File: config.mk
export PLATFORM = sky130hd
export DESIGN_NAME = ahbl_master_flat
export DESIGN_NICKNAME = d
export VERILOG_FILES = /design/src/rtl/ahbl_pkg.sv /design/src/rtl/ahbl_if.sv /design/src/rtl/ahbl_cmd_fifo.sv /design/src/rtl/ahbl_master.sv /design/src/flat_wrapper.sv
export SDC_FILE = /design/constraint.sdc
export NUM_CORES = 1
export LEC_CHECK = 0
export ABC_CLOCK_PERIOD_IN_PS = 3200
export BUFFER_PORTS_ARGS = -buffer_cell sky130_fd_sc_hd__buf_2
export CORE_UTILIZATION = 53
export CTS_BUF_LIST = sky130_fd_sc_hd__clkbuf_2
export CTS_CLUSTER_SIZE = 8
export DETAILED_ROUTE_END_ITERATION = 10
export PLACE_DENSITY = 0.76
export SYNTH_ARGS = -nofsm -noshare
export SYNTH_HDL_FRONTEND = slang
export SYNTH_HIERARCHICAL = 1
export SYNTH_SLANG_ARGS = --single-unit
File: constraint.sdc
create_clock -name HCLK -period 3.2 [get_ports HCLK]
set_clock_uncertainty 0.2 [all_clocks]
set_input_delay 0.32 -clock HCLK [delete_from_list [all_inputs] [get_ports HCLK]]
set_output_delay 0.32 -clock HCLK [all_outputs]
set_load 0.005 [all_outputs]
File: src/rtl/ahbl_pkg.sv
// Shared constants, command entry layout and legality check for the AHB-Lite master.
package ahbl_pkg;

    localparam logic [1:0] HTRANS_IDLE   = 2'b00;
    localparam logic [1:0] HTRANS_NONSEQ = 2'b10;

    localparam logic [2:0] HSIZE_BYTE = 3'b000;
    localparam logic [2:0] HSIZE_HALF = 3'b001;
    localparam logic [2:0] HSIZE_WORD = 3'b010;

    // One queued command; err is decided once at push time so later stages never re-check it.
    typedef struct packed {
        logic [31:0] addr;
        logic        write;
        logic [2:0]  size;
        logic [31:0] wdata;
        logic        err;
    } cmd_entry_t;

    // Returns 1 when the size/alignment pair cannot be issued as a single AHB transfer.
    function automatic logic cmd_illegal(input logic [2:0] size, input logic [1:0] addr_lo);
        logic bad;
        bad = 1'b0;
        if (size > HSIZE_WORD) begin
            bad = 1'b1;
        end else if (size == HSIZE_HALF && addr_lo[0] != 1'b0) begin
            bad = 1'b1;
        end else if (size == HSIZE_WORD && addr_lo != 2'b00) begin
            bad = 1'b1;
        end
        return bad;
    endfunction

endpackage

File: src/rtl/ahbl_if.sv
// AHB-Lite bus signals between this master and the decoder/slaves.
interface ahbl_if;

    logic [31:0] HADDR;
    logic [1:0]  HTRANS;
    logic [2:0]  HSIZE;
    logic        HWRITE;
    logic [31:0] HWDATA;
    logic        HREADY;
    logic [31:0] HRDATA;

    modport master (
        output HADDR, HTRANS, HSIZE, HWRITE, HWDATA,
        input  HREADY, HRDATA
    );

    modport slave (
        input  HADDR, HTRANS, HSIZE, HWRITE, HWDATA,
        output HREADY, HRDATA
    );

endinterface

File: src/rtl/ahbl_cmd_fifo.sv
// Command FIFO holding pre-checked entries ahead of the address stage.
module ahbl_cmd_fifo
    import ahbl_pkg::*;
#(
    parameter int FIFO_DEPTH = 4
) (
    input  logic       clk,
    input  logic       rst,
    input  logic       push,
    input  cmd_entry_t push_data,
    input  logic       pop,
    output cmd_entry_t head,
    output logic       full,
    output logic       empty
);

    localparam int PW = $clog2(FIFO_DEPTH);
    localparam int CW = PW + 1;
    localparam logic [CW-1:0] DEPTH_C = CW'(FIFO_DEPTH);

    cmd_entry_t      mem [FIFO_DEPTH];
    logic [PW-1:0]   wr_ptr;
    logic [PW-1:0]   rd_ptr;
    logic [CW-1:0]   count;
    logic [CW-1:0]   count_next;
    logic            do_push;
    logic            do_pop;

    assign do_push = push && !full;
    assign do_pop  = pop && !empty;
    assign empty   = (count == '0);
    assign head    = mem[rd_ptr];

    // Occupancy after this edge; a simultaneous push and pop leaves it unchanged.
    always_comb begin
        count_next = count;
        if (do_push && !do_pop) begin
            count_next = count + CW'(1);
        end else if (do_pop && !do_push) begin
            count_next = count - CW'(1);
        end
    end

    // Entry storage; contents need no reset because count gates every read.
    always_ff @(posedge clk) begin
        if (do_push) begin
            mem[wr_ptr] <= push_data;
        end
    end

    // Pointers, count and registered full flag; full is forced high in reset so nothing is accepted.
    always_ff @(posedge clk) begin
        if (rst) begin
            wr_ptr <= '0;
            rd_ptr <= '0;
            count  <= '0;
            full   <= 1'b1;
        end else begin
            if (do_push) begin
                wr_ptr <= wr_ptr + PW'(1);
            end
            if (do_pop) begin
                rd_ptr <= rd_ptr + PW'(1);
            end
            count <= count_next;
            full  <= (count_next == DEPTH_C);
        end
    end

endmodule

File: src/rtl/ahbl_master.sv
// AHB-Lite master: command FIFO feeding an address stage and a data stage, in-order responses.
module ahbl_master
    import ahbl_pkg::*;
#(
    parameter int FIFO_DEPTH = 4
) (
    input  logic        HCLK,
    input  logic        HRESET,
    input  logic        cmd_valid,
    output logic        cmd_ready,
    input  logic [31:0] cmd_addr,
    input  logic        cmd_write,
    input  logic [2:0]  cmd_size,
    input  logic [31:0] cmd_wdata,
    output logic        rsp_valid,
    output logic        rsp_write,
    output logic        rsp_err,
    output logic [31:0] rsp_rdata,
    ahbl_if.master      bus
);

    cmd_entry_t  push_data;
    cmd_entry_t  head;
    logic        fifo_full;
    logic        fifo_empty;
    logic        push;
    logic        pop;

    logic        a_valid;
    logic        a_err;
    logic        a_write;
    logic [31:0] a_wdata;
    logic [31:0] haddr_q;
    logic [2:0]  hsize_q;
    logic        hwrite_q;

    logic        d_valid;
    logic        d_err;
    logic        d_write;
    logic [31:0] d_wdata;

    assign cmd_ready = !fifo_full;
    assign push      = cmd_valid && cmd_ready;
    // The whole pipeline only moves on HREADY, so the A stage never fills during a stall.
    assign pop       = bus.HREADY && !fifo_empty;

    assign push_data.addr  = cmd_addr;
    assign push_data.write = cmd_write;
    assign push_data.size  = cmd_size;
    assign push_data.wdata = cmd_wdata;
    assign push_data.err   = cmd_illegal(cmd_size, cmd_addr[1:0]);

    ahbl_cmd_fifo #(
        .FIFO_DEPTH (FIFO_DEPTH)
    ) u_fifo (
        .clk       (HCLK),
        .rst       (HRESET),
        .push      (push),
        .push_data (push_data),
        .pop       (pop),
        .head      (head),
        .full      (fifo_full),
        .empty     (fifo_empty)
    );

    assign bus.HTRANS = (a_valid && !a_err) ? HTRANS_NONSEQ : HTRANS_IDLE;
    assign bus.HADDR  = haddr_q;
    assign bus.HSIZE  = hsize_q;
    assign bus.HWRITE = hwrite_q;
    assign bus.HWDATA = d_wdata;

    // Address stage: reload from the FIFO head whenever the bus accepts; error entries leave the bus controls untouched.
    always_ff @(posedge HCLK) begin
        if (HRESET) begin
            a_valid  <= 1'b0;
            a_err    <= 1'b0;
            a_write  <= 1'b0;
            a_wdata  <= '0;
            haddr_q  <= '0;
            hsize_q  <= '0;
            hwrite_q <= 1'b0;
        end else if (bus.HREADY) begin
            a_valid <= !fifo_empty;
            if (!fifo_empty) begin
                a_err   <= head.err;
                a_write <= head.write;
                a_wdata <= head.wdata;
                if (!head.err) begin
                    haddr_q  <= head.addr;
                    hsize_q  <= head.size;
                    hwrite_q <= head.write;
                end
            end
        end
    end

    // Data stage: take over the address stage on HREADY; write data only changes for real writes.
    always_ff @(posedge HCLK) begin
        if (HRESET) begin
            d_valid <= 1'b0;
            d_err   <= 1'b0;
            d_write <= 1'b0;
            d_wdata <= '0;
        end else if (bus.HREADY) begin
            d_valid <= a_valid;
            d_err   <= a_err;
            d_write <= a_write;
            if (a_valid && !a_err && a_write) begin
                d_wdata <= a_wdata;
            end
        end
    end

    // Response register: one pulse per retiring data stage, read data only for legal reads.
    always_ff @(posedge HCLK) begin
        if (HRESET) begin
            rsp_valid <= 1'b0;
            rsp_write <= 1'b0;
            rsp_err   <= 1'b0;
            rsp_rdata <= '0;
        end else begin
            rsp_valid <= 1'b0;
            if (bus.HREADY && d_valid) begin
                rsp_valid <= 1'b1;
                rsp_write <= d_write;
                rsp_err   <= d_err;
                rsp_rdata <= (d_err || d_write) ? 32'h0 : bus.HRDATA;
            end
        end
    end

endmodule

File: src/flat_wrapper.sv
// flat-port wrapper written by rule: the top's interface ports become plain ports
module ahbl_master_flat import ahbl_pkg::*;
#(
    parameter int FIFO_DEPTH = 4
)
  (HCLK, HRESET, cmd_valid, cmd_ready, cmd_addr, cmd_write, cmd_size, cmd_wdata, rsp_valid, rsp_write, rsp_err, rsp_rdata, bus_HADDR, bus_HTRANS, bus_HSIZE, bus_HWRITE, bus_HWDATA, bus_HREADY, bus_HRDATA);
  ahbl_if bus_i ();
  input  logic HCLK;
  input  logic HRESET;
  input  logic cmd_valid;
  output logic cmd_ready;
  input  logic [31:0] cmd_addr;
  input  logic cmd_write;
  input  logic [2:0] cmd_size;
  input  logic [31:0] cmd_wdata;
  output logic rsp_valid;
  output logic rsp_write;
  output logic rsp_err;
  output logic [31:0] rsp_rdata;
  output wire logic [$bits(bus_i.HADDR)-1:0] bus_HADDR;
  output wire logic [$bits(bus_i.HTRANS)-1:0] bus_HTRANS;
  output wire logic [$bits(bus_i.HSIZE)-1:0] bus_HSIZE;
  output wire logic [$bits(bus_i.HWRITE)-1:0] bus_HWRITE;
  output wire logic [$bits(bus_i.HWDATA)-1:0] bus_HWDATA;
  input wire logic [$bits(bus_i.HREADY)-1:0] bus_HREADY;
  input wire logic [$bits(bus_i.HRDATA)-1:0] bus_HRDATA;
  assign bus_HADDR = bus_i.HADDR;
  assign bus_HTRANS = bus_i.HTRANS;
  assign bus_HSIZE = bus_i.HSIZE;
  assign bus_HWRITE = bus_i.HWRITE;
  assign bus_HWDATA = bus_i.HWDATA;
  assign bus_i.HREADY = bus_HREADY;
  assign bus_i.HRDATA = bus_HRDATA;
  ahbl_master #(.FIFO_DEPTH(FIFO_DEPTH)) u_core (.HCLK(HCLK), .HRESET(HRESET), .cmd_valid(cmd_valid), .cmd_ready(cmd_ready), .cmd_addr(cmd_addr), .cmd_write(cmd_write), .cmd_size(cmd_size), .cmd_wdata(cmd_wdata), .rsp_valid(rsp_valid), .rsp_write(rsp_write), .rsp_err(rsp_err), .rsp_rdata(rsp_rdata), .bus(bus_i));
endmodule
Word-level counts from Yosys, hierarchy flattened. Memories as Yosys holds them, arrays and structs flattened. A register that Yosys moved wholly into a read port is not among the register bits. Cells that the tools add are included.

Flip-flop bits (word level): 149. Bits in writable memories: 276. Bits of input ports: 104. Output and inout bits: 106. Word-level logic and storage cells: 64. Memories: 1.

Memory list: u_core.u_fifo.mem (depth 4, width 69, read ports 1, clocked after memory_dff 1, write ports 1, line ahbl_cmd_fifo.sv:21) `cmd_entry_t mem [FIFO_DEPTH];`.

$add $sub $neg: 4. $lt $le $gt $ge: 1. Eq/ne operators: 3. Muxes and demuxes: 12. Bitwise operators: 2. Reduce and logical (&&, ||, !) cells: 22.

Operators by type and width (number): 32-bit 2-to-1 mux (1); 1-bit logical AND (11); 1-bit 2-to-1 mux (6); 2-bit 2-to-1 mux (3); 3-bit 2-to-1 mux (2); 1-bit logical NOT (5); 2-bit by 1-bit adder with 2-bit output (second input constant) (2); 2-bit AND reduction (2); 3-bit by 1-bit adder with 3-bit output (second input constant) (1); 3-bit by 1-bit == test with 1-bit output (second input constant) (1); 3-bit by 2-bit == test with 1-bit output (second input constant) (1); 3-bit == test (second input constant) (1); 3-bit by 2-bit greater-than comparator with 1-bit output (second input constant) (1); 3-bit logical NOT (1); 3-bit AND reduction (1); 3-bit by 1-bit subtractor with 3-bit output (second input constant) (1); 1-bit inverter (2); 2-bit nonzero test (1); 1-bit logical OR (1).

Longest topological paths before layout. Gate-level depths: netlist of the first run.

Depth after elaboration: 8. Gate-level depth with buffers: 12.

By module. Netlist of the first run, hierarchy kept.

By module, submodules not included: ahbl_cmd_fifo (instances 1, cells an instance 425, area an instance 10516.3 um^2, sequential area each 8488.1 um^2); ahbl_master (instances 1, cells an instance 550, area an instance 4803.4 um^2, sequential area each 2822.7 um^2).

Worst setup path after synthesis of the first run. OpenSTA, ideal clock, no wires.

Path kind: in2reg. From: input cmd_valid. To: memory u_core/u_fifo/mem[0][0] (netlist bit) (enable). Arrival time: 2.463 ns. Required time: 2.565 ns. Path slack: 0.102 ns. Stages: 4. Path buffers: 1. Cell sequence: nor2b_1 -> nor2b_1 -> buf_2 -> and2_1.

Word-level cells in the longest chain between the ends: 4.

Ends and longest elaborated chain: from (decl) (line flat_wrapper.sv:10) `input logic cmd_valid;`; 1-bit logical AND (line ahbl_master.sv:43) `assign push = cmd_valid && cmd_ready;`; 1-bit logical AND (line ahbl_cmd_fifo.sv:29) `assign do_push = push && !full;`; 1-bit 2-to-1 mux (line ahbl_cmd_fifo.sv:46) `if (do_push) begin`; 1-bit 2-to-1 mux (not written as such) (line ahbl_cmd_fifo.sv:47) `mem[wr_ptr] <= push_data;`; to (decl) (line ahbl_cmd_fifo.sv:21).

No other way between the ends.

Worst setup path after layout of the first run.
From: register u_core.u_fifo.count[0]. To: register u_core.u_fifo.full.

Word-level cells in the longest chain between the ends: 8. Elaborated cells between the ends (all ways): 12.

Ends and longest elaborated chain: from (decl) (line ahbl_cmd_fifo.sv:24) `logic [CW-1:0] count;`; from (signal assigned) (line ahbl_cmd_fifo.sv:65) `count <= count_next;`; 3-bit logical NOT (*) (line ahbl_cmd_fifo.sv:31) `assign empty = (count == '0);`; named net u_core.fifo_empty (line ahbl_master.sv:25) `logic fifo_empty;`; 1-bit logical NOT (*) (line ahbl_cmd_fifo.sv:30, ahbl_master.sv:45); 1-bit logical AND (line ahbl_master.sv:45) `assign pop = bus.HREADY && !fifo_empty;`; 1-bit logical AND (*) (line ahbl_cmd_fifo.sv:30) `assign do_pop = pop && !empty;`; 1-bit logical AND or 1-bit logical NOT (tied branches) (line ahbl_cmd_fifo.sv:39, ahbl_cmd_fifo.sv:37); 3-bit 2-to-1 mux or 1-bit logical AND (tied branches) (line ahbl_cmd_fifo.sv:39, ahbl_cmd_fifo.sv:37); 3-bit 2-to-1 mux (*) (line ahbl_cmd_fifo.sv:37) `if (do_push && !do_pop) begin`; 3-bit == test (*) (line ahbl_cmd_fifo.sv:66) `full <= (count_next == DEPTH_C);`; to (signal assigned) (line ahbl_cmd_fifo.sv:66); to (decl) (line ahbl_cmd_fifo.sv:13) `output logic full,`.

The timed path passes the listed nets; every way through them passes the cells marked *. A chain may end at the register's enable or synchronous reset.

==> results_dict.tcl, run 1 <==
set metrics [dict create \
    outcome "completed" \
    critPathBufInv 3 \
    synth-edff-count 276 \
    tightest_slew_ps 1413 \
    yosys.area_share.simple 0.06599 \
    syn_inst 975 \
    grt_use_total 0.2338 \
    cp_cell_sequence "inv_1 > ha_1 > ha_1 > nand2b_2 > inv_2 > buf_4 > nand2b_1 > mux2i_1 > a211oi_1 > o21bai_1" \
    ir_drop_mv 0.3704 \
    synth_seq_cells 427 \
    max_slew_margin 0.05805 \
    power_per_cell_area_nw_per_um2 564.0 \
    via_count 9940 \
    start_util 0.5454 \
    worst_setup_path_end_kind "flip-flop" \
    synth-seq-area-share 0.7383 \
    ant_nets 0 \
    core_area_um2 28090 \
    hold_viol_final 0 \
    fmax_mhz 376.3 \
    nFillCells 1872 \
    grt_max_degree 70 \
    drv_cap 0 \
    avgSynthCellArea_um2 15.71 \
    grt-ovfl-total 0 \
    path_clk_slew_ps 100 \
    period_share 0.8304 \
    r2r_cells 10 \
    tns_ps 0 \
    wl_mm 34.47 \
    synth-adder-area-share 0.005717 \
    cp.depth 10 \
    critPathMaxFanout 35 \
    synthTopCellsByArea "edfxtp_1 54%, dfxtp_1 20%, mux4_2 10%" \
    synth-compound-area-share 0.05758 \
    finish.instance_area_um2 19800 \
    antenna_found_initial 3 \
    hold_class "in2reg" \
    nNetsFinal 1563 \
    synth_nets 1086 \
    worstSkewPairLatency_ps 900 \
    cts_tree "yes" \
    path_class "reg2reg" \
    wl_per_cell_um 17.97 \
    cts_buffers 103 \
    vias_per_cell 5.182 \
    whs_path_depth 2 \
    drive_gt1_frac 0.3084 \
    cpPeakStageDelay_ps 390 \
    final_util 0.7049 \
    min_period_ps 2657 \
    cp.required_ps 3730 \
    synth_top_cell_by_area "edfxtp_1" \
    clock_sinks 427 \
    area_growth_pct 29.24 \
    finalWeightedCongestion 0.7224 \
    synth_top_cell_area_share 0.5410 \
    setup_viol 0 \
    p_leak_nw 7.327 \
    portBuffers 208 \
    h-tree-depth 3 \
    cts-root-buf "clkbuf_2" \
    post_dp_cell_area_um2 16770 \
    worstPathArrival_ps 3190 \
    async_reset_ff_frac 0 \
    crit_path_top_delay_cell "buf_4" \
    first_pass_iters 5 \
    synthXorXnorAreaFrac 0.002859 \
    synthDistinctLibCells 36 \
    synth.cell_area_um2 15320 \
    drtIter0Drc 534 \
    ys.flop_type "edfxtp_1" \
    fp.dieH_um 172.0 \
    muxShareOfSynthArea 0.1041 \
    die_x_um 172.0 \
    cp-start-kind "flip-flop" \
    clockBufferDepth 3 \
    fp.dieArea_um2 29590 \
    drc 0 \
    synth_top_family_by_area "multiplexers" \
    grt_pass1_vias 10350 \
    grt_pass1_wl_mm 52.06 \
    maxSlewViolCount 0 \
    io_pins 210 \
    crit_top_cell "ha_1" \
    hpwlAfterDp_mm 18.00 \
    rows 61 \
    yosys_warnings 6 \
    crit_family "buffers and inverters" \
    rsz0062_at_grt "no" \
]
[stage by stage]
| stage | total power [mW] | setup slack, ps | hold slack [ps] | cells |
|---|---|---|---|---|
| global placement | 7.514 | 611.9 | 238.3 | 1521 |
| global route | 11.73 | 282.0 | 40.21 | 1918 |
| CTS | 11.27 | 529.4 | 15.76 | 1915 |
| detailed placement | 7.553 | 584.4 | 241.7 | 1521 |
| finish | 11.17 | 542.8 | 83.38 | 1918 |
| floorplan | 7.185 | 101.8 | 218.9 | 975 |
[routing by layer]
metal / global-route usage / share of wire / vias up
li1: - / - / 4665
met1: 0.2642 / 0.39 / 4885
met2: 0.4234 / 0.52 / 332
met3: 0.05035 / 0.063 / 58
met4: 0.1047 / 0.021 / 0
met5: 0 / 0 / -
[synth_stat cells (all sizes together) (4+ instances only)]
library cell and instances:
edfxtp 276, nand2 209, dfxtp 151, a21oi 108
mux4 69, buf 41, a22o 32, clkbuf 19
nor2 12, inv 8, ha 7, nand2b 5
and2 4, mux2i 4, nor2b 4, xnor2 4
[final cells by class]
cell class / count / area [um2] / share of cell area
multi-input cells: 480 / 3638 / 0.1838
inverters: 8 / 30.03 / 0.001517
clock buffers: 157 / 785.8 / 0.03969
well taps: 378 / 473.0 / 0.02389
flip-flops and latches: 427 / 11320 / 0.5717
repair buffers: 432 / 3348 / 0.1691
diodes: 3 / 7.507 / 0.0003792
clock inverters: 33 / 197.7 / 0.009985
[cell usage in the layout (no fill, tap or decap), drive strengths merged, types with 4 or more instances in the layout]
cell type	count
a21oi	108
dfxtp	151
clkbuf	157
nor2	12
ha	7
mux2i	4
inv	9
edfxtp	276
mux4	69
nor2b	4
and2	4
xnor2	4
buf	228
nand2b	5
clkinv	28
dlygate4sd3	204
a22o	32
nand2	209
[flip-flops by register name, indices dropped and copies added (netlist names), 2 cells and up, named ones only]
| register | cells |
|---|---|
| u_core/a_wdata | 32 |
| u_core/bus.HSIZE | 3 |
| u_core/u_fifo/rd_ptr | 2 |
| u_core/bus.HWDATA | 32 |
| u_core/rsp_rdata | 32 |
| u_core/bus.HADDR | 32 |
| u_core/u_fifo/count | 3 |
| u_core/u_fifo/wr_ptr | 2 |
| u_core/u_fifo/mem | 276 |
[kinds of logic (layout without fill, tap and decap cells)]
kind of cell | Yosys count | after routing
flops | 427 | 427
mux | 73 | 73
xor+xnor | 5 | 5
simple gates | 245 | 245
fa+ha+maj | 7 | 7
buf+inv | 68 | 630
compound gates | 149 | 149
other cells | 1 | 4
[what timing repair did]
action / 4_1_cts / 5_1_grt
hold endpoints to repair: 387 / 0
buffers inserted: 0 / 0
hold buffers: 204 / 0
resized for setup: 0 / 0
[final timing paths]
check	start	to	slack (ps)
max	u_core/u_fifo/count[0]	u_core/u_fifo/full	540
min	cmd_wdata[1]	u_core/u_fifo/mem[2][2]	80
max reg2reg	u_core/u_fifo/count[0]	u_core/u_fifo/full	540
min reg2reg	u_core/a_wdata[1]	u_core/bus.HWDATA[1]	220
[report_power, final]
group	internal, mW	switching [mW]	total (mW)
registers	6.09	0.115	6.21
clock network	1.48	2.07	3.54
logic	0.675	0.743	1.42
Note: power is estimated with default switching activity, not from simulation.
==> inputs of run 2 (changes only) <==
--- a/config.mk
+++ b/config.mk
@@ -5,7 +5,7 @@
 export SDC_FILE = /design/constraint.sdc
 export NUM_CORES = 1
 export LEC_CHECK = 0
-export ABC_CLOCK_PERIOD_IN_PS = 3200
+export ABC_CLOCK_PERIOD_IN_PS = 2290
 export BUFFER_PORTS_ARGS = -buffer_cell sky130_fd_sc_hd__buf_2
 export CORE_UTILIZATION = 53
 export CTS_BUF_LIST = sky130_fd_sc_hd__clkbuf_2
==> constraint.sdc (replaced) <==
create_clock -name HCLK -period 2.29 [get_ports HCLK]
set_clock_uncertainty 0.2 [all_clocks]
set_input_delay 0.229 -clock HCLK [delete_from_list [all_inputs] [get_ports HCLK]]
set_output_delay 0.229 -clock HCLK [all_outputs]
set_load 0.005 [all_outputs]
==> run 2 against run 1 <==
Compared with the run above:
- sequential power is 40% higher
- first-iteration DRC count is 35% higher
- die area stayed put
- non-clock buffer count is 52 higher
- register-to-register slack worse by 470 ps
- core utilization is 2.3 points higher
- via count is 2.3% higher
- total power is 42% higher
- clock power is 44% higher
- critical endpoint is now u_core/rsp_rdata[11]
- largest power group unchanged
==> results_dict.tcl, run 2 (synthesized netlist as in run 1, its figures left out) <==
set metrics [dict create \
    cp-start-kind "input port" \
    vias_per_cell 5.161 \
    outcome "completed" \
    critPathMaxFanout 32 \
    via_count 10170 \
    ir_drop_mv 0.4414 \
    hpwlAfterDp_mm 18.47 \
    start_util 0.5454 \
    final_common_cell "edfxtp_1" \
    io_pins 210 \
    path_clk_slew_ps 100 \
    drv_cap 0 \
    maxSlewViolCount 0 \
    clock_sinks 427 \
    worstSkewPairLatency_ps 910 \
    cp.required_ps 2860 \
    finish.instance_area_um2 20460 \
    hold_viol_final 0 \
    grt_max_degree 97 \
    setup_ws_ps 25.99 \
    period_share 0.9887 \
    core_area_um2 28090 \
    fmax_mhz 441.7 \
    hold_path_end "u_core/rsp_err" \
    rows 61 \
    fp.dieArea_um2 29590 \
    nFillCells 1815 \
    die_x_um 172.0 \
    wl_per_cell_um 17.85 \
    worst_setup_path_end_kind "flip-flop" \
    worstPathArrival_ps 2830 \
    drive_gt1_frac 0.3212 \
    pre_cts_slack_ps 64.47 \
    drtIter0Drc 723 \
    finalWeightedCongestion 0.7522 \
    r2r_cells 5 \
    setup_viol 0 \
    min_period_ps 2264 \
    fp.dieH_um 172.0 \
    power_per_cell_area_nw_per_um2 776.5 \
    whs_path_depth 4 \
    area_growth_pct 33.53 \
    nNetsFinal 1614 \
    cts_buffers 102 \
    top_register "u_core/u_fifo/mem" \
    rrSetupSlack_ps 70 \
    grt-ovfl-total 0 \
    post_dp_cell_area_um2 17020 \
    portBuffers 208 \
    drc 0 \
    p_leak_nw 7.723 \
    grt_use_total 0.2404 \
    ant_nets 0 \
    first_pass_iters 5 \
    largest_reg_flops 276 \
    tightest_slew_ps 596.8 \
    path_class "in2reg" \
    h-tree-depth 3 \
    reg2reg_to "u_core/bus.HADDR[8]" \
    cts-root-buf "clkbuf_2" \
    min_from "bus_HREADY" \
    grt_pass1_wl_mm 53.49 \
    wl_mm 35.18 \
    finalPower_mw 15.88 \
    antenna_found_initial 2 \
    grt_pass1_vias 10530 \
    max_slew_margin 0.6021 \
    cts_tree "yes" \
    layout_common_cells "276 x edfxtp_1, 237 x dlygate4sd3_1, 209 x nand2_1" \
    clockBufferDepth 3 \
    hold_class "in2reg" \
]
run 2: cell count changes in the layout (fill, tap and decap cells not counted), sizes merged:
cell / change
buf: +19
clkinvlp: -1
diode: -1
clkinv: -6
clkbuf: +9
dlygate4sd3: +33
run 2: worst max path at each step:
stage | start | cells after the start | slack (ps) | endpoint
6_report | HRESET | 7 | 30 | u_core/rsp_rdata[11]
5_1_grt | u_core/u_fifo/count[0] | 10 | -5 | u_core/u_fifo/full
4_1_cts | u_core/a_err | 2 | 40 | bus_HTRANS[1]
3_5_place_dp | u_core/u_fifo/count[0] | 10 | 60 | u_core/u_fifo/full
3_3_place_gp | u_core/u_fifo/count[0] | 10 | 150 | u_core/u_fifo/full
2_1_floorplan | u_core/u_fifo/full | 4 | -30 | u_core/u_fifo/mem[0][0]
run 2: metal layers:
metal,routed length (um),GRT usage
met5,15,0
met4,742,0.09465
met3,2473,0.05859
met2,17910,0.4213
met1,14040,0.2853
run 2: worst max-delay path, stage by stage:
cell and delay (ps):
dlygate4sd3_1 540, dlygate4sd3_1 570, buf_4 210, a21oi_2 130
buf_4 350, a22o_1 210, dlygate4sd3_1 580
run 2: report_power, final:
group | internal [mW] | total (mW) | switching, mW
combinational | 1.04 | 2.12 | 1.08
clock | 2.15 | 5.10 | 2.94
sequential | 8.51 | 8.67 | 0.155
run 2: stage by stage:
step / cells / hold WS [ps] / setup TNS [ps] / util
detailed placement: 1538 / 243.2 / 0 / 0.6060
floorplan: 975 / 127.9 / -8417 / -
global placement: 1538 / 238.3 / 0 / 0.6060
global route: 1970 / 93.45 / -5.206 / 0.7282
finish: 1971 / 125.8 / 0 / 0.7283
CTS: 1967 / 31.15 / 0 / 0.7263
run 2: what timing repair did:
item	4_1_cts	5_1_grt
endpoints found under the hold margin	427	0
setup endpoints to repair	0	14
gates resized for setup	0	9
hold buffers	237	0
setup buffers	0	2
run 2: layout make-up:
type                       instances  area [um2]  share of cell area
clock buffer                     166       830.8             0.04061
sequential                       427       11320              0.5534
antenna                            2       5.005           0.0002447
clock inverter                    26       175.2            0.008563
inverter                           8       32.53            0.001590
multi-input combinational        480        3661              0.1790
tap                              378       473.0             0.02312
timing repair buffer             484        3959              0.1935
==> inputs of run 3 (changes only) <==
--- a/config.mk
+++ b/config.mk
@@ -7,11 +7,11 @@
 export LEC_CHECK = 0
 export ABC_CLOCK_PERIOD_IN_PS = 2290
 export BUFFER_PORTS_ARGS = -buffer_cell sky130_fd_sc_hd__buf_2
-export CORE_UTILIZATION = 53
+export CORE_UTILIZATION = 35
 export CTS_BUF_LIST = sky130_fd_sc_hd__clkbuf_2
 export CTS_CLUSTER_SIZE = 8
 export DETAILED_ROUTE_END_ITERATION = 10
-export PLACE_DENSITY = 0.76
+export PLACE_DENSITY = 0.54
 export SYNTH_ARGS = -nofsm -noshare
 export SYNTH_HDL_FRONTEND = slang
 export SYNTH_HIERARCHICAL = 1
==> run 3 against run 2 <==
Compared with the run above:
- sequential share of layout area decreased by 0.47 points
- setup slack improved by 28 ps
- highest routed layer unchanged
- via count decreased by 1.1%
- global-route usage decreased by 7.0 points
- sequential power about the same
- critical path type unchanged
- sequential cell count unchanged
- largest power group unchanged
- combinational power about the same
- non-clock buffer count decreased by 6
- design area increased by 0.89%
==> results_dict.tcl, run 3 (synthesized netlist as in run 1, its figures left out) <==
set metrics [dict create \
    hold_viol_final 0 \
    largest_reg_flops 276 \
    fp.dieH_um 211.2 \
    h-tree-depth 3 \
    clock_sinks 427 \
    vias_per_cell 4.612 \
    drtIter0Drc 494 \
    rows 76 \
    drive_gt1_frac 0.3187 \
    grt-ovfl-total 0 \
    hold_class "in2reg" \
    layout_common_cells "276 x edfxtp_1, 242 x dlygate4sd3_1, 209 x nand2_1" \
    power_per_cell_area_nw_per_um2 767.3 \
    grt_pass1_wl_mm 58.19 \
    path_clk_slew_ps 100 \
    cp.required_ps 3050 \
    nFillCells 3814 \
    ant_nets 0 \
    portBuffers 208 \
    crit_top_cell "dlygate4sd3_1" \
    multi_input_area_um2 3646 \
    core_area_um2 43080 \
    max_slew_margin 0.3618 \
    nNetsFinal 1614 \
    fp.dieArea_um2 44610 \
    setup_viol 0 \
    drv_cap 0 \
    antenna_found_initial 6 \
    outcome "completed" \
    finalWeightedCongestion 0.7300 \
    clockBufferDepth 3 \
    io_pins 210 \
    worst_setup_path_end_kind "flip-flop" \
    first_pass_iters 5 \
    whs_ps 206.0 \
    area_growth_pct 34.72 \
    cpPeakStageDelay_ps 580 \
    worstSkewPairLatency_ps 1050 \
    cts_tree "yes" \
    via_count 10060 \
    ir_drop_mv 0.4673 \
    path_class "in2reg" \
    cp-start-kind "input port" \
    final_common_cell "edfxtp_1" \
    grt_pass1_vias 10870 \
    grt_max_degree 69 \
    period_share 0.9762 \
    cts_buffers 108 \
    fmax_mhz 447.3 \
    wl_per_cell_um 17.18 \
    regArea_um2 11320 \
    drc 0 \
    finalPower_mw 15.84 \
    maxSlewViolCount 0 \
    top_register "u_core/u_fifo/mem" \
    p_leak_nw 7.696 \
    worstPathArrival_ps 2990 \
    min_period_ps 2236 \
    start_util 0.3556 \
    crit_path_top_delay_cell "dlygate4sd3_1" \
    hpwlAfterDp_mm 19.69 \
    rsz0062_at_grt "no" \
    grt_use_total 0.1702 \
    cts-root-buf "clkbuf_2" \
    wl_mm 37.46 \
    cp_cell_sequence "dlygate4sd3_1 > dlygate4sd3_1 > clkbuf_4 > nand2_1 > nor4_4 > buf_6 > a22o_1 > dlygate4sd3_1" \
    die_x_um 211.2 \
    tightest_slew_ps 954.1 \
    critPathMaxFanout 32 \
]
==> run 3: changes by cell type in the layout (fill, tap and decap cells not counted), moves of 2 or more <==
cell / previous run / this run
buf_4: 20 / 9
bufinv_16: 2 / 0
clkbuf_2: 166 / 180
clkinv_1: 15 / 12
clkinv_2: 5 / 2
clkinv_4: 2 / 0
diode_2: 2 / 5
dlygate4sd3_1: 237 / 242
inv_2: 0 / 4
==> run 3: critical path, delay by kind of cell <==
family                 cells  cell delay, ps
and+or+nand+nor            2             350
buffers and inverters      5            2230
AOI/OAI and AO/OA          1             200
==> run 3: through the flow <==
step	instance area, um2	std cells	utilization	worst slack (ps)	setup TNS, ps
2_1_floorplan	15340	975	-	-30.50	-8417
3_3_place_gp	17210	1735	0.3994	90.43	0
3_5_place_dp	17210	1735	0.3994	87.23	0
4_1_cts	20610	2176	0.4785	24.30	0
5_1_grt	20640	2181	0.4791	27.28	0
6_report	20640	2181	0.4791	54.39	0
==> run 3: area by class of cell <==
class,instances,share of cell area
flip-flops and latches,427,0.5487
repair buffers,478,0.1899
multi-input cells,480,0.1767
clock buffers,180,0.04365
well taps,585,0.03547
clock inverters,18,0.003577
inverters,8,0.001455
diodes,5,0.0006062
==> run 3: per-layer routing <==
metal	GRT usage	wire length (um)	vias to the layer above
met1	0.2025	15840	4937
li1	-	-	4763
met2	0.2864	18160	286
met3	0.04891	2537	71
met4	0.07446	913	2
met5	0	13	-
==> run 3: what timing repair did <==
action,CTS,global route
hold buffers,242,0
setup endpoints to repair,1,29
pin swaps,0,1
resized for setup,2,4
endpoints found under the hold margin,702,0
setup buffers,1,0
==> run 3: where the power goes <==
part | total (mW) | internal [mW] | switching [mW]
registers | 8.66 | 8.51 | 0.146
logic | 2.13 | 1.03 | 1.10
clock network | 5.05 | 2.04 | 3.01
==> run 3: path summary, 6_finish.rpt <==
check                                         from                      end  slack, ps  cells past startpoint
worst max register to register           flip-flop     u_core/bus.HADDR[31]        100                      5
worst min-delay path                   cmd_addr[0]  u_core/u_fifo/mem[1][0]        210                      4
worst max-delay path                    bus_HREADY     u_core/rsp_rdata[22]         50                      8
worst min register to register  u_core/a_wdata[15]    u_core/bus.HWDATA[15]        250                      2
